**src/rtl/rcvr_xmit_if.sv**
```systemverilog
`default_nettype none
// ============================================================================
// Module      : rcvr_xmit_if
// Description : Byte load handshake and serial output bundle of rcvr_xmit.
// Revision    : 1.0 - initial release
// ============================================================================
interface rcvr_xmit_if;
    logic       load;
    logic [7:0] data_in;
    logic       ready;
    logic       busy;
    logic       overrun;
    logic       data_out;

    // Byte source side
    modport master (
        output load,
        output data_in,
        input  ready,
        input  busy,
        input  overrun,
        input  data_out
    );

    // Transmitter side
    modport slave (
        input  load,
        input  data_in,
        output ready,
        output busy,
        output overrun,
        output data_out
    );
endinterface
`default_nettype wire

```
**src/rtl/rcvr_xmit.sv**
```systemverilog
`default_nettype none
// ============================================================================
// Module      : rcvr_xmit
// Description : Bit-serial frame transmitter, {MATCH, byte} MSB first with a
//               one-byte holding register and optional idle gap.
// Revision    : 1.0 - initial release
// ============================================================================
module rcvr_xmit #(
    parameter logic [7:0] MATCH = 8'hA5,
    parameter int         GAP   = 0
) (
    input  wire logic   clock,
    input  wire logic   reset,
    rcvr_xmit_if.slave  bus
);

    typedef enum logic [1:0] {
        ST_IDLE = 2'd0,
        ST_HEAD = 2'd1,
        ST_BODY = 2'd2,
        ST_GAP  = 2'd3
    } state_t;

    localparam bit         c_has_gap  = (GAP != 0);
    localparam logic [3:0] c_gap_last = (GAP == 0) ? 4'd0 : 4'(GAP - 1);

    state_t     r_state, w_nxt_state;
    logic [3:0] r_cnt, w_nxt_cnt;
    logic [7:0] r_shift, w_nxt_shift;
    logic [7:0] r_hold, w_nxt_hold;
    logic       r_ready, w_nxt_ready;      // 1 = holding register empty
    logic       r_busy, w_nxt_busy;
    logic       r_overrun, w_nxt_overrun;
    logic       r_data_out, w_nxt_data_out;

    logic       w_accept;
    logic       w_decide;
    logic       w_launch_in;
    logic [2:0] w_idx;

    always_ff @(posedge clock) begin
        if (reset) begin
            r_state    <= ST_IDLE;
            r_cnt      <= 4'd0;
            r_shift    <= 8'd0;
            r_hold     <= 8'd0;
            r_ready    <= 1'b1;
            r_busy     <= 1'b0;
            r_overrun  <= 1'b0;
            r_data_out <= 1'b0;
        end else begin
            r_state    <= w_nxt_state;
            r_cnt      <= w_nxt_cnt;
            r_shift    <= w_nxt_shift;
            r_hold     <= w_nxt_hold;
            r_ready    <= w_nxt_ready;
            r_busy     <= w_nxt_busy;
            r_overrun  <= w_nxt_overrun;
            r_data_out <= w_nxt_data_out;
        end
    end

    always_comb begin
        w_nxt_state    = r_state;
        w_nxt_cnt      = r_cnt;
        w_nxt_shift    = r_shift;
        w_nxt_hold     = r_hold;
        w_nxt_ready    = r_ready;
        w_nxt_busy     = r_busy;
        w_nxt_overrun  = r_overrun;
        w_nxt_data_out = r_data_out;
        w_decide       = 1'b0;
        w_launch_in    = 1'b0;
        w_accept       = bus.load & r_ready;
        // data_out is registered, so each cycle loads the bit that follows the current one
        w_idx          = 3'd6 - r_cnt[2:0];

        case (r_state)
            ST_IDLE: w_decide = 1'b1;
            ST_HEAD: begin
                if (r_cnt == 4'd7) begin
                    w_nxt_state    = ST_BODY;
                    w_nxt_cnt      = 4'd0;
                    w_nxt_data_out = r_shift[7];
                end else begin
                    w_nxt_cnt      = r_cnt + 4'd1;
                    w_nxt_data_out = MATCH[w_idx];
                end
            end
            ST_BODY: begin
                if (r_cnt == 4'd7) begin
                    if (c_has_gap) begin
                        w_nxt_state    = ST_GAP;
                        w_nxt_cnt      = 4'd0;
                        w_nxt_data_out = 1'b0;
                    end else begin
                        w_decide = 1'b1;
                    end
                end else begin
                    w_nxt_cnt      = r_cnt + 4'd1;
                    w_nxt_data_out = r_shift[w_idx];
                end
            end
            ST_GAP: begin
                if (r_cnt == c_gap_last) w_decide = 1'b1;
                else                     w_nxt_cnt = r_cnt + 4'd1;
            end
            default: w_nxt_state = ST_IDLE;
        endcase

        // Held byte has priority; otherwise a load on this edge starts the next frame directly
        if (w_decide) begin
            if (!r_ready || w_accept) begin
                w_nxt_shift    = r_ready ? bus.data_in : r_hold;
                w_launch_in    = r_ready;
                w_nxt_ready    = 1'b1;
                w_nxt_state    = ST_HEAD;
                w_nxt_cnt      = 4'd0;
                w_nxt_busy     = 1'b1;
                w_nxt_data_out = MATCH[7];
            end else begin
                w_nxt_state    = ST_IDLE;
                w_nxt_cnt      = 4'd0;
                w_nxt_busy     = 1'b0;
                w_nxt_data_out = 1'b0;
            end
        end

        if (w_accept) begin
            w_nxt_overrun = 1'b0;
            if (!w_launch_in) begin
                w_nxt_hold  = bus.data_in;
                w_nxt_ready = 1'b0;
            end
        end else if (bus.load) begin
            w_nxt_overrun = 1'b1;
        end
    end

    assign bus.ready    = r_ready;
    assign bus.busy     = r_busy;
    assign bus.overrun  = r_overrun;
    assign bus.data_out = r_data_out;

endmodule
`default_nettype wire
```
**src/flat_wrapper.sv**
```systemverilog
// flat-port wrapper written by rule: the top's interface ports become plain ports
module rcvr_xmit_flat 
#(
    parameter logic [7:0] MATCH = 8'hA5,
    parameter int         GAP   = 0
)
  (clock, reset, bus_load, bus_data_in, bus_ready, bus_busy, bus_overrun, bus_data_out);
  rcvr_xmit_if bus_i ();
  input  wire logic clock;
  input  wire logic reset;
  input wire logic [$bits(bus_i.load)-1:0] bus_load;
  input wire logic [$bits(bus_i.data_in)-1:0] bus_data_in;
  output wire logic [$bits(bus_i.ready)-1:0] bus_ready;
  output wire logic [$bits(bus_i.busy)-1:0] bus_busy;
  output wire logic [$bits(bus_i.overrun)-1:0] bus_overrun;
  output wire logic [$bits(bus_i.data_out)-1:0] bus_data_out;
  assign bus_i.load = bus_load;
  assign bus_i.data_in = bus_data_in;
  assign bus_ready = bus_i.ready;
  assign bus_busy = bus_i.busy;
  assign bus_overrun = bus_i.overrun;
  assign bus_data_out = bus_i.data_out;
  rcvr_xmit #(.MATCH(MATCH), .GAP(GAP)) u_core (.clock(clock), .reset(reset), .bus(bus_i));
endmodule
```
**config.mk**
```make
export PLATFORM = sky130hd
export DESIGN_NAME = rcvr_xmit_flat
export DESIGN_NICKNAME = d
export VERILOG_FILES = /design/src/rtl/rcvr_xmit_if.sv /design/src/rtl/rcvr_xmit.sv /design/src/flat_wrapper.sv
export SDC_FILE = /design/constraint.sdc
export NUM_CORES = 1
export LEC_CHECK = 0
export BUFFER_PORTS_ARGS = -buffer_cell sky130_fd_sc_hd__clkbuf_2
export CAP_MARGIN = 20
export CELL_PAD_IN_SITES_DETAIL_PLACEMENT = 1
export CELL_PAD_IN_SITES_GLOBAL_PLACEMENT = 1
export CORE_ASPECT_RATIO = 1.4
export CORE_MARGIN = 1.5
export CORE_UTILIZATION = 40
export DETAILED_ROUTE_END_ITERATION = 8
export PLACE_DENSITY = 0.81
export SYNTH_ARGS = -nofsm -noshare
export SYNTH_HDL_FRONTEND = slang
export SYNTH_SLANG_ARGS = --single-unit
```
**constraint.sdc**
```tcl
create_clock -name clock -period 2.1 [get_ports clock]
set_clock_uncertainty 0.2 [all_clocks]
set_input_delay 0.105 -clock clock [delete_from_list [all_inputs] [get_ports clock]]
set_output_delay 0.105 -clock clock [all_outputs]
set_load 0.01 [all_outputs]
```
Word level (Yosys, flattened, before mapping)
Memory sizes are Yosys's and may differ from the RTL's.
Index checks and enable logic that the tools add are counted.
- bits in registers: 26
- memory bits (read-only): 8
- input bits: 11
- output and inout port bits: 4
- logic and storage cells: 62
- memories kept: 1
- add/subtract/negate cells: 2
- magnitude comparators: 1
- equality and inequality tests: 7
- mux-type cells: 26
- bitwise operators: 2
- reduce and logical (&&, ||, !) cells: 15
- memory list (name ; words ; bits a word ; read ports ; clocked after memory_dff ; wr ports ; line ; source):
    (name not given) ; 8 ; 1 ; 1 ; 0 ; 0 ; rcvr_xmit.sv:87 ; w_nxt_data_out = MATCH[w_idx];
- operators with widths (kind ; count):
    $mux W1 ; 15
    $mux W4 ; 3
    $pmux W4 S3 ; 1
    $mux W8 ; 1
    $reduce_and A2 Y1 ; 4
    $mux W2 ; 3
    $reduce_bool A3 Y1 ; 2
    $add A4 B1 Y4 const B ; 1
    $eq A2 B2 Y1 const B ; 2
    $eq A4 B3 Y1 const B ; 1
    $logic_not A4 Y1 ; 1
    $lt A3 B4 Y1 const B ; 1
    $ne A2 B2 Y1 const B ; 2
    $reduce_bool A2 Y1 ; 2
    $reduce_or A2 Y1 ; 2
    $bmux W1 S3 ; 1
    $ne A3 B2 Y1 const B ; 1
    $pmux W1 S3 ; 1
    $reduce_and A3 Y1 ; 1
    $sub A3 B3 Y3 const A ; 1
    $eq A2 B1 Y1 const B ; 1
    $logic_not A2 Y1 ; 1
    $pmux W1 S2 ; 1
    $and A1 B1 Y1 ; 1
    other kinds (3) ; 3

Depth between registers and ports, before layout
Gate-level depths: netlist of run 1.
- depth in word-level cells: 6
- mapped depth: 8
- depth with buffers taken out: 6

Worst setup path before layout of run 1
Ideal clock, no wire load.
- kind: reg-to-reg
- start point: register u_core.r_cnt[0]
- end point: register u_core.r_data_out (netlist: u_core.bus.data_out)
- setup time: 0.141 ns
- arrival time: 1.852 ns
- data required time: 1.759 ns
- path slack: -0.094 ns
- cell stages (with the launch flop): 8
- path buffers: 1
- period minus slack after synthesis: 2.194 ns
- cell sequence: dfxtp_1 buf_6 inv_1 ha_1 mux4_1 mux2_2 o211ai_2 o32ai_1
- longest elaborated chain between the ends: 6
- elaborated cells on any way between the ends: 17
- classes of those cells: 1 x add/sub; 2 x eq/ne; 10 x mux; 3 x reduce/logical; 1 x memory
- ends and longest elaborated chain (element ; line ; source):
    start: declaration ; rcvr_xmit.sv:28 ; logic [3:0] r_cnt, w_nxt_cnt;
    start signal: assignment ; rcvr_xmit.sv:53 ; r_cnt <= w_nxt_cnt;
    $sub A3 B3 Y3 ; rcvr_xmit.sv:76 ; w_idx = 3'd6 - r_cnt[2:0];
    $mem_v2 Z8 W1 or $bmux W1 S3 (tied branches) ; -- ;
    $mux W1 (on tied branches) ; rcvr_xmit.sv:87, rcvr_xmit.sv:101 ;
    $mux W1 (on tied branches) ; rcvr_xmit.sv:81, rcvr_xmit.sv:91 ;
    $pmux W1 S2 ; rcvr_xmit.sv:78 ; case (r_state)
    $mux W1 ; rcvr_xmit.sv:112 ; if (w_decide) begin
    end signal: assignment ; rcvr_xmit.sv:59 ; r_data_out <= w_nxt_data_out;
    end: declaration ; rcvr_xmit.sv:34 ; logic r_data_out, w_nxt_data_out;
Several ways; a longest one is shown, not always the timed one. The select of a mux whose other input is x is not followed.
A chain may end at the register's enable or synchronous reset.

Final worst setup path of run 1
- start point: register u_core.r_cnt[1]
- end point: register u_core.r_data_out (netlist: u_core.bus.data_out)
The elaborated chain is that of the path after synthesis.

==> summary.md, run 1 <==
| Metric | Value |
|---|---|
| Warnings from Yosys | 0 |
| Netlist Area Pre-Place | 1460 um2 |
| Clock-pin slew on the worst setup and hold paths | 90 ps |
| Crit end category | register |
| Die ar. | 4020 um2 |
| Number of synthesized register bits | 26 |
| NumNets Final | 201 |
| Reg2reg end | u_core.bus.data_out |
| WL final | 4.05 mm |
| Global route overflow | 0 |
| Peak VDD IR | 0.534 mV |
| Combinational share of power | 19.6% |
| Outcome | finished, final reports clean |
| Crit path required time | 2050 ps |
| DRC | 0 |
| Busiest layer in global routing | met2 |
| Crit-path slowest cell | mux4_2 |
| Row count | 25 |
| IO Pins | 15 |
| CP cell instances | inv_1, ha_4, mux4_2, mux2_4, o211ai_2, o32ai_1 |
| Yosys top cell area share | 35.7% |
| Setup crit start kind | register |
| CP bufs+invs | 1 |
| Diode count | 0 |
| HP Start | bus_load |
| Clk buf depth | 2 |
| Root Buffer | clkbuf_8 |
| Distinct cells, synth | 39 |
| Final ANT Viol Nets | 0 |
| Met1 Use GR | 22.9% |
| Final core utilization | 50.2% |
| Top FF cell, synth | dfxtp_1 |
| Pin count of the biggest net entering global routing | 26 |
| Syn Inst Count | 158 |
| Share of cells above drive strength 1 | 27.5% |
| Die Y | 74.5 um |
| Largest area contributor in the netlist | dfxtp_1 |
| Max_cap viols | 0 |
| Total GRT Usage | 22.9% |
| # port buffers | 14 |
| WS Path Type | register to register |
| CTS sink cnt | 26 |
| Router iterations before antenna repair | 3 |
| Relative slew slack | 73.5% |
| RSZ-0062 raised after global routing | true |
| Worst Tran Pin Value | 394 ps |
| Starting Density | 42.4% |
| Design internal power | 0.746 mW |
| Vias in the first global route | 1,407 |
| HPWL after DPL | 2.84 mm |
| Syn Nets | 175 |
| R2R setup slack | 60 ps |
| Total number of vias | 1,273 |
| Seq. cell area | 523 um2 |
| Sequential area share after synthesis | 35.7% |
| Layout Area Growth over Synthesis | 18.4% |
| FMAX | 0.490 GHz |
| Core area | 3440 um2 |
| Routed WL per cell | 18.2 um |
| WHS Path Cells | 2 |
| Hold worst-path end | u_core.bus.overrun |
| Chip width | 54.0 um |
| Number of flops mapped to enable cells by yosys | 0 |
| Hold Path Class | primary input to register |
| Lkg Pwr | 0.634 nW |
| Final hold violations | 0 |
| CTS tree | yes |
| Clock period minus worst slack | 2040 ps |
| DR vias/cell | 5.73 |
| Worst skew pair latency | 270 ps |
| Area of the multi-input gates | 825 um2 |
| Sw power | 0.285 mW |
| Setup total negative slack | 0 ps |
| Pwr dens | 597 nW/um2 |
| First-pass GRT wire length | 6.67 mm |
| Ys async rst share | 0% |
| Routability Congestion | 0.874 |
| Delay-heaviest family, CP | multiplexers |
| Final hold slack | 32.6 ps |
| FILL cells | 422 |
| GR Layer Usage met3 | 2.41% |
| # setup viols final | 0 |
| Crit-path max FO | 3 |
| Final Cycle Share | 97.2% |
| Reg2Reg Depth | 6 |
| FF-to-FF Start | u_core.r_cnt[1] |
| Sequential share of power | 52.8% |
| Avg Synthesized Cell Area | 9.23 um2 |
| Cts bufs inserted | 3 |
| Clock network fraction of design power | 27.6% |
| CP Launch Point | u_core.r_cnt[1] |
| Net Sw Frac | 27.6% |
| Met2 track demand over resource | 46.1% |
| H-Tree Depth | 1 |
| Initial drt markers | 24 |
| Arr. time, crit path | 1990 ps |
| Synth top area cells | dfxtp_1 (36%), a221oi_2 (7.2%), o21ai_0 (6.2%), ha_1 (5.1%), nand3b_1 (4.6%) |
| Initial antenna violation count | 0 |
| Slew Viols, Final | 0 |
| Largest stage delay, worst path | 490 ps |
## cell families after synthesis
kind of cell	count (synthesis)	synth area share, %
mux	6	6.18
flops	26	35.7
xor+xnor	3	1.80
buf+inv	25	8.66
fa+ha+maj	6	5.15
simple gates	44	18.4
compound gates	48	24.1
## metal layers
layer	part of all wire [%]	wire (um)
met5	0	0
met4	2.1	87
met2	59	2390
met1	37	1520
met3	1.5	60
## layout by cell type, fill, tap and decap left out, drive strengths merged
| cell type | instances |
|---|---|
| and4b | 1 |
| xnor2 | 3 |
| a21oi | 13 |
| or2 | 1 |
| mux2i | 3 |
| dlygate4sd3 | 9 |
| nand2b | 1 |
| o21ai | 20 |
| nand3b | 9 |
| nor4 | 1 |
| and4bb | 1 |
| mux4 | 2 |
| clkbuf | 17 |
| nor3 | 5 |
| a31oi | 1 |
| nor2b | 1 |
| o211ai | 2 |
| dfxtp | 26 |
| and3 | 1 |
| nand3 | 13 |
| nand2 | 4 |
| mux2 | 1 |
| o21a | 1 |
| a211oi | 2 |
| a221oi | 8 |
| and3b | 1 |
| buf | 11 |
| ha | 6 |
| nor2 | 4 |
| nor4b | 1 |
| o32ai | 1 |
| inv | 12 |
## cell usage after synthesis, types with 2 or more instances
| library cell | count |
|---|---|
| xnor2_1 | 3 |
| inv_1 | 12 |
| nor3_1 | 5 |
| clkbuf_1 | 6 |
| nand3_1 | 13 |
| a221oi_2 | 7 |
| ha_1 | 6 |
| dfxtp_1 | 26 |
| a211oi_1 | 2 |
| nand2_1 | 3 |
| o21ai_2 | 2 |
| nor2_1 | 4 |
| nand3b_1 | 9 |
| buf_6 | 4 |
| a21oi_1 | 13 |
| mux2i_1 | 3 |
| o21ai_0 | 18 |
## how the worst max path moves through the flow
| stage | to | cells after the start | slack, ps |
|---|---|---|---|
| 2_1_floorplan | u_core.bus.data_out | 7 | 40 |
| 3_3_place_gp | u_core.bus.data_out | 6 | 130 |
| 3_5_place_dp | u_core.bus.data_out | 6 | 30 |
| 5_1_grt | u_core.r_shift[7] | 6 | -10 |
| 6_report | u_core.bus.data_out | 6 | 60 |
| 4_1_cts | u_core.bus.data_out | 6 | 20 |
## repair_timing
action / in CTS / in global routing
resized for setup: 0 / 1
hold endpoints to repair: 9 / 0
hold buffers: 9 / 0
endpoints found under the setup margin: 0 / 2
buffers inserted: 0 / 0
## power groups by stage
| stage | Combinational (mW) | Sequential (mW) | Clock (mW) |
|---|---|---|---|
| 6_report | 0.202 | 0.544 | 0.284 |
| 5_1_grt | 0.221 | 0.547 | 0.299 |
| 4_1_cts | 0.199 | 0.544 | 0.284 |
| 3_5_place_dp | 0.186 | 0.556 | 0 |
| 3_3_place_gp | 0.175 | 0.553 | 0 |
| 2_1_floorplan | 0.136 | 0.552 | 0 |
## sequential cells by signal, summed over array words and instances, names as in the netlist
signal and cells:
u_core.bus.busy 1, u_core.bus.data_out 1, u_core.bus.overrun 1, u_core.bus.ready 1, u_core.r_cnt 4, u_core.r_hold 8, u_core.r_shift 8, u_core.r_state 2
## layout make-up
cell class | instances | area share (%)
timing repair buffer | 34 | 14.1
clock buffer | 3 | 2.39
inverter | 12 | 2.61
sequential | 26 | 30.3
tap | 40 | 2.90
multi-input combinational | 107 | 47.8
## per-stage QoR
step	power, mW	area [um2]	setup slack, ps	instances
after floorplan	0.687	1470	39.3	158
after CTS	1.03	1730	21.8	222
final	1.03	1730	58.5	222
after global placement	0.729	1590	129	210
after global routing	1.07	1730	-9.83	222
after detailed placement	0.741	1590	30.5	210
No activity file was read; power rests on OpenSTA's default activity.
==> run 2: changes to the inputs <==
- PLACE_DENSITY: 0.81 -> 0.85
- SLEW_MARGIN: unset -> 40
==> run 2 against run 1 <==
Against the previous run:
- sequential share of layout area down 0.68 points
- routed wire length down 1.5%
- maximum frequency up 0.84%
- register-to-register slack better by 20 ps
- die area unchanged
- core utilization up 1.5 points
- clock power up 13%
- total power up 3.4%
- flip-flop and latch count unchanged
- non-clock buffer count up 2
- worst hold slack better by 2.8 ps
- global-route usage down 0.33 points
- critical endpoint unchanged
- largest power group unchanged
==> summary.md, run 2 (synthesis gave the netlist of run 1 again) <==
| Metric | Value |
|---|---|
| Setup slack after layout | 75.5 ps (+17.1 ps) |
| Die ar. | 4020 um2 (unchanged) |
| Router iterations before antenna repair | 4 (+1) |
| Crit-path max FO | 3 (unchanged) |
| Total GRT Usage | 22.6% (-0.33 points) |
| FILL cells | 405 (-4.0%) |
| First-pass GRT wire length | 6.62 mm (-0.72%) |
| WL final | 3.99 mm (-1.5%) |
| HPWL after DPL | 2.87 mm (+0.98%) |
| WS Path Type | register to register |
| Net Sw Frac | 26.3% (-1.3 points) |
| Initial drt markers | 36 (+50%) |
| Clock network fraction of design power | 30.0% (+2.4 points) |
| Slew Viols, Final | 0 (unchanged) |
| Commonest non-fill, non-tap cell in the layout | dfxtp_1 |
| Hold Path Class | primary input to register |
| FMAX | 0.494 GHz (+0.84%) |
| Pwr dens | 599 nW/um2 (+0.33%) |
| DRC | 0 (unchanged) |
| H-Tree Depth | 1 (unchanged) |
| Max_cap viols | 0 (unchanged) |
| Initial antenna violation count | 0 (unchanged) |
| Final Cycle Share | 96.4% (-0.81 points) |
| # port buffers | 14 (unchanged) |
| Seq. cell area | 527 um2 (+0.72%) |
| Lkg Pwr | 0.651 nW (+2.7%) |
| Design internal power | 0.785 mW (+5.3%) |
| Placed Cells | 211 (+0.48%) |
| NumNets Final | 203 (+1.0%) |
| Routed WL per cell | 17.7 um (-3.2%) |
| Cts bufs inserted | 3 (unchanged) |
| IO Pins | 15 (unchanged) |
| Total number of vias | 1,273 (unchanged) |
| Most frequent cells in the layout | dfxtp_1 (23), o21ai_0 (18), clkbuf_2 (14) |
| Worst skew pair latency | 270 ps (about the same) |
| Peak VDD IR | 0.519 mV (-2.8%) |
| Vias in the first global route | 1,385 (-1.6%) |
| Area of the multi-input gates | 842 um2 (+2.1%) |
| Sequential share of power | 50.9% (-1.9 points) |
| Clock period minus worst slack | 2020 ps (-17.1 ps) |
| Core area | 3440 um2 (unchanged) |
| CTS tree | yes |
| Die Y | 74.5 um (unchanged) |
| Global route overflow | 0 (unchanged) |
| Final hold violations | 0 (unchanged) |
| Non-filler cells, final | 226 (+1.8%) |
| Setup crit start kind | register |
| Row count | 25 (unchanged) |
| Starting Density | 42.4% (unchanged) |
| Largest stage delay, worst path | 490 ps (about the same) |
| DR vias/cell | 5.63 (-1.8%) |
| Largest registers | u_core.r_hold x8, u_core.r_shift x8, u_core.r_cnt x4 |
| Layout Area Growth over Synthesis | 22.0% |
| Crit-path slowest cell | mux4_2 |
| # setup viols final | 0 (unchanged) |
| Crit path required time | 2050 ps (about the same) |
| Relative slew slack | 63.5% (-10 points) |
| Pin count of the biggest net entering global routing | 26 (unchanged) |
| Share of cells above drive strength 1 | 29.7% (+2.3 points) |
| Chip width | 54.0 um (unchanged) |
| Final ANT Viol Nets | 0 (unchanged) |
| Worst Tran Pin Value | 539 ps (+145 ps) |
| Combinational share of power | 19.1% (-0.5 points) |
| Crit end category | register |
| CTS sink cnt | 26 (unchanged) |
| Arr. time, crit path | 1970 ps (-20 ps) |
| Place WS | 34.5 ps (+4.01 ps) |
| Setup total negative slack | 0 ps (unchanged) |
| Clk buf depth | 2 (unchanged) |
| Routability Congestion | 0.841 (-3.9%) |
| Sw power | 0.280 mW (-1.5%) |
| Outcome | finished, final reports clean |
| Root Buffer | clkbuf_8 |
| RSZ-0062 raised after global routing | false |
| CP cell instances | inv_2, ha_4, mux4_2, mux2_4, o211ai_2, o32ai_1 |
| Clock-pin slew on the worst setup and hold paths | 90 ps (about the same) |
## run 2: cell count changes in the layout (fill, tap and decap cells not counted), sizes merged
cell	delta
buf	+2
clkbuf	+1
diode	+1
## run 2: through the flow
step                hold WS, ps  power [mW]  area [um2]  util, %
finish                     35.4        1.07        1780     51.7
global route               42.7        1.12        1780     51.6
CTS                        16.6        1.07        1750     51.0
detailed placement          160       0.739        1600     46.5
global placement            149       0.726        1600     46.5
floorplan                  52.7       0.687        1470        -
## run 2: power groups by stage
stage | Combinational (mW) | Clock, mW | Sequential [mW]
after floorplan | 0.136 | 0 | 0.552
after global placement | 0.173 | 0 | 0.553
after detailed placement | 0.184 | 0 | 0.555
after CTS | 0.200 | 0.331 | 0.544
after global routing | 0.221 | 0.351 | 0.546
final | 0.203 | 0.320 | 0.543
## run 2: critical path, delay by kind of cell (launching register included)
| family | cells | cell delay [ps] |
|---|---|---|
| multiplexers | 2 | 760 |
| AO/OA/AOI/OAI | 2 | 250 |
| adder cells (fa/ha/maj) | 1 | 280 |
| flip-flops | 1 | 360 |
| buffers and inverters | 1 | 50 |
## run 2: final cells by class
class                   instances  area share [%]
well taps                      40            2.81
multi-input cells             107            47.3
inverters                      12            2.53
repair buffers                 36            14.5
clock buffers                   4            3.09
diodes                          1           0.141
flip-flops and latches         26            29.6
## run 2: layer usage
metal	vias to the layer above	routed length, um	track usage, %
met5	-	0	0
met3	4	41	1.61
li1	629	-	-
met1	621	1540	24.0
met2	19	2370	44.0
met4	0	44	8.89
## run 2: worst paths after layout
kind | start | end | slack, ps | depth (start not counted)
max | u_core.r_cnt[0] | u_core.bus.data_out | 80 | 6
min | bus_load | u_core.bus.overrun | 40 | 2
max reg2reg | u_core.r_cnt[0] | u_core.bus.data_out | 80 | 6
min reg2reg | u_core.r_shift[1] | u_core.r_shift[1] | 270 | 2
## run 2: timing repair
action,4_1_cts,5_1_grt
hold buffers,9,0
hold endpoints to repair,10,0
setup buffers,0,1
resized for setup,2,4
pin swaps,0,1
setup endpoints to repair,1,8
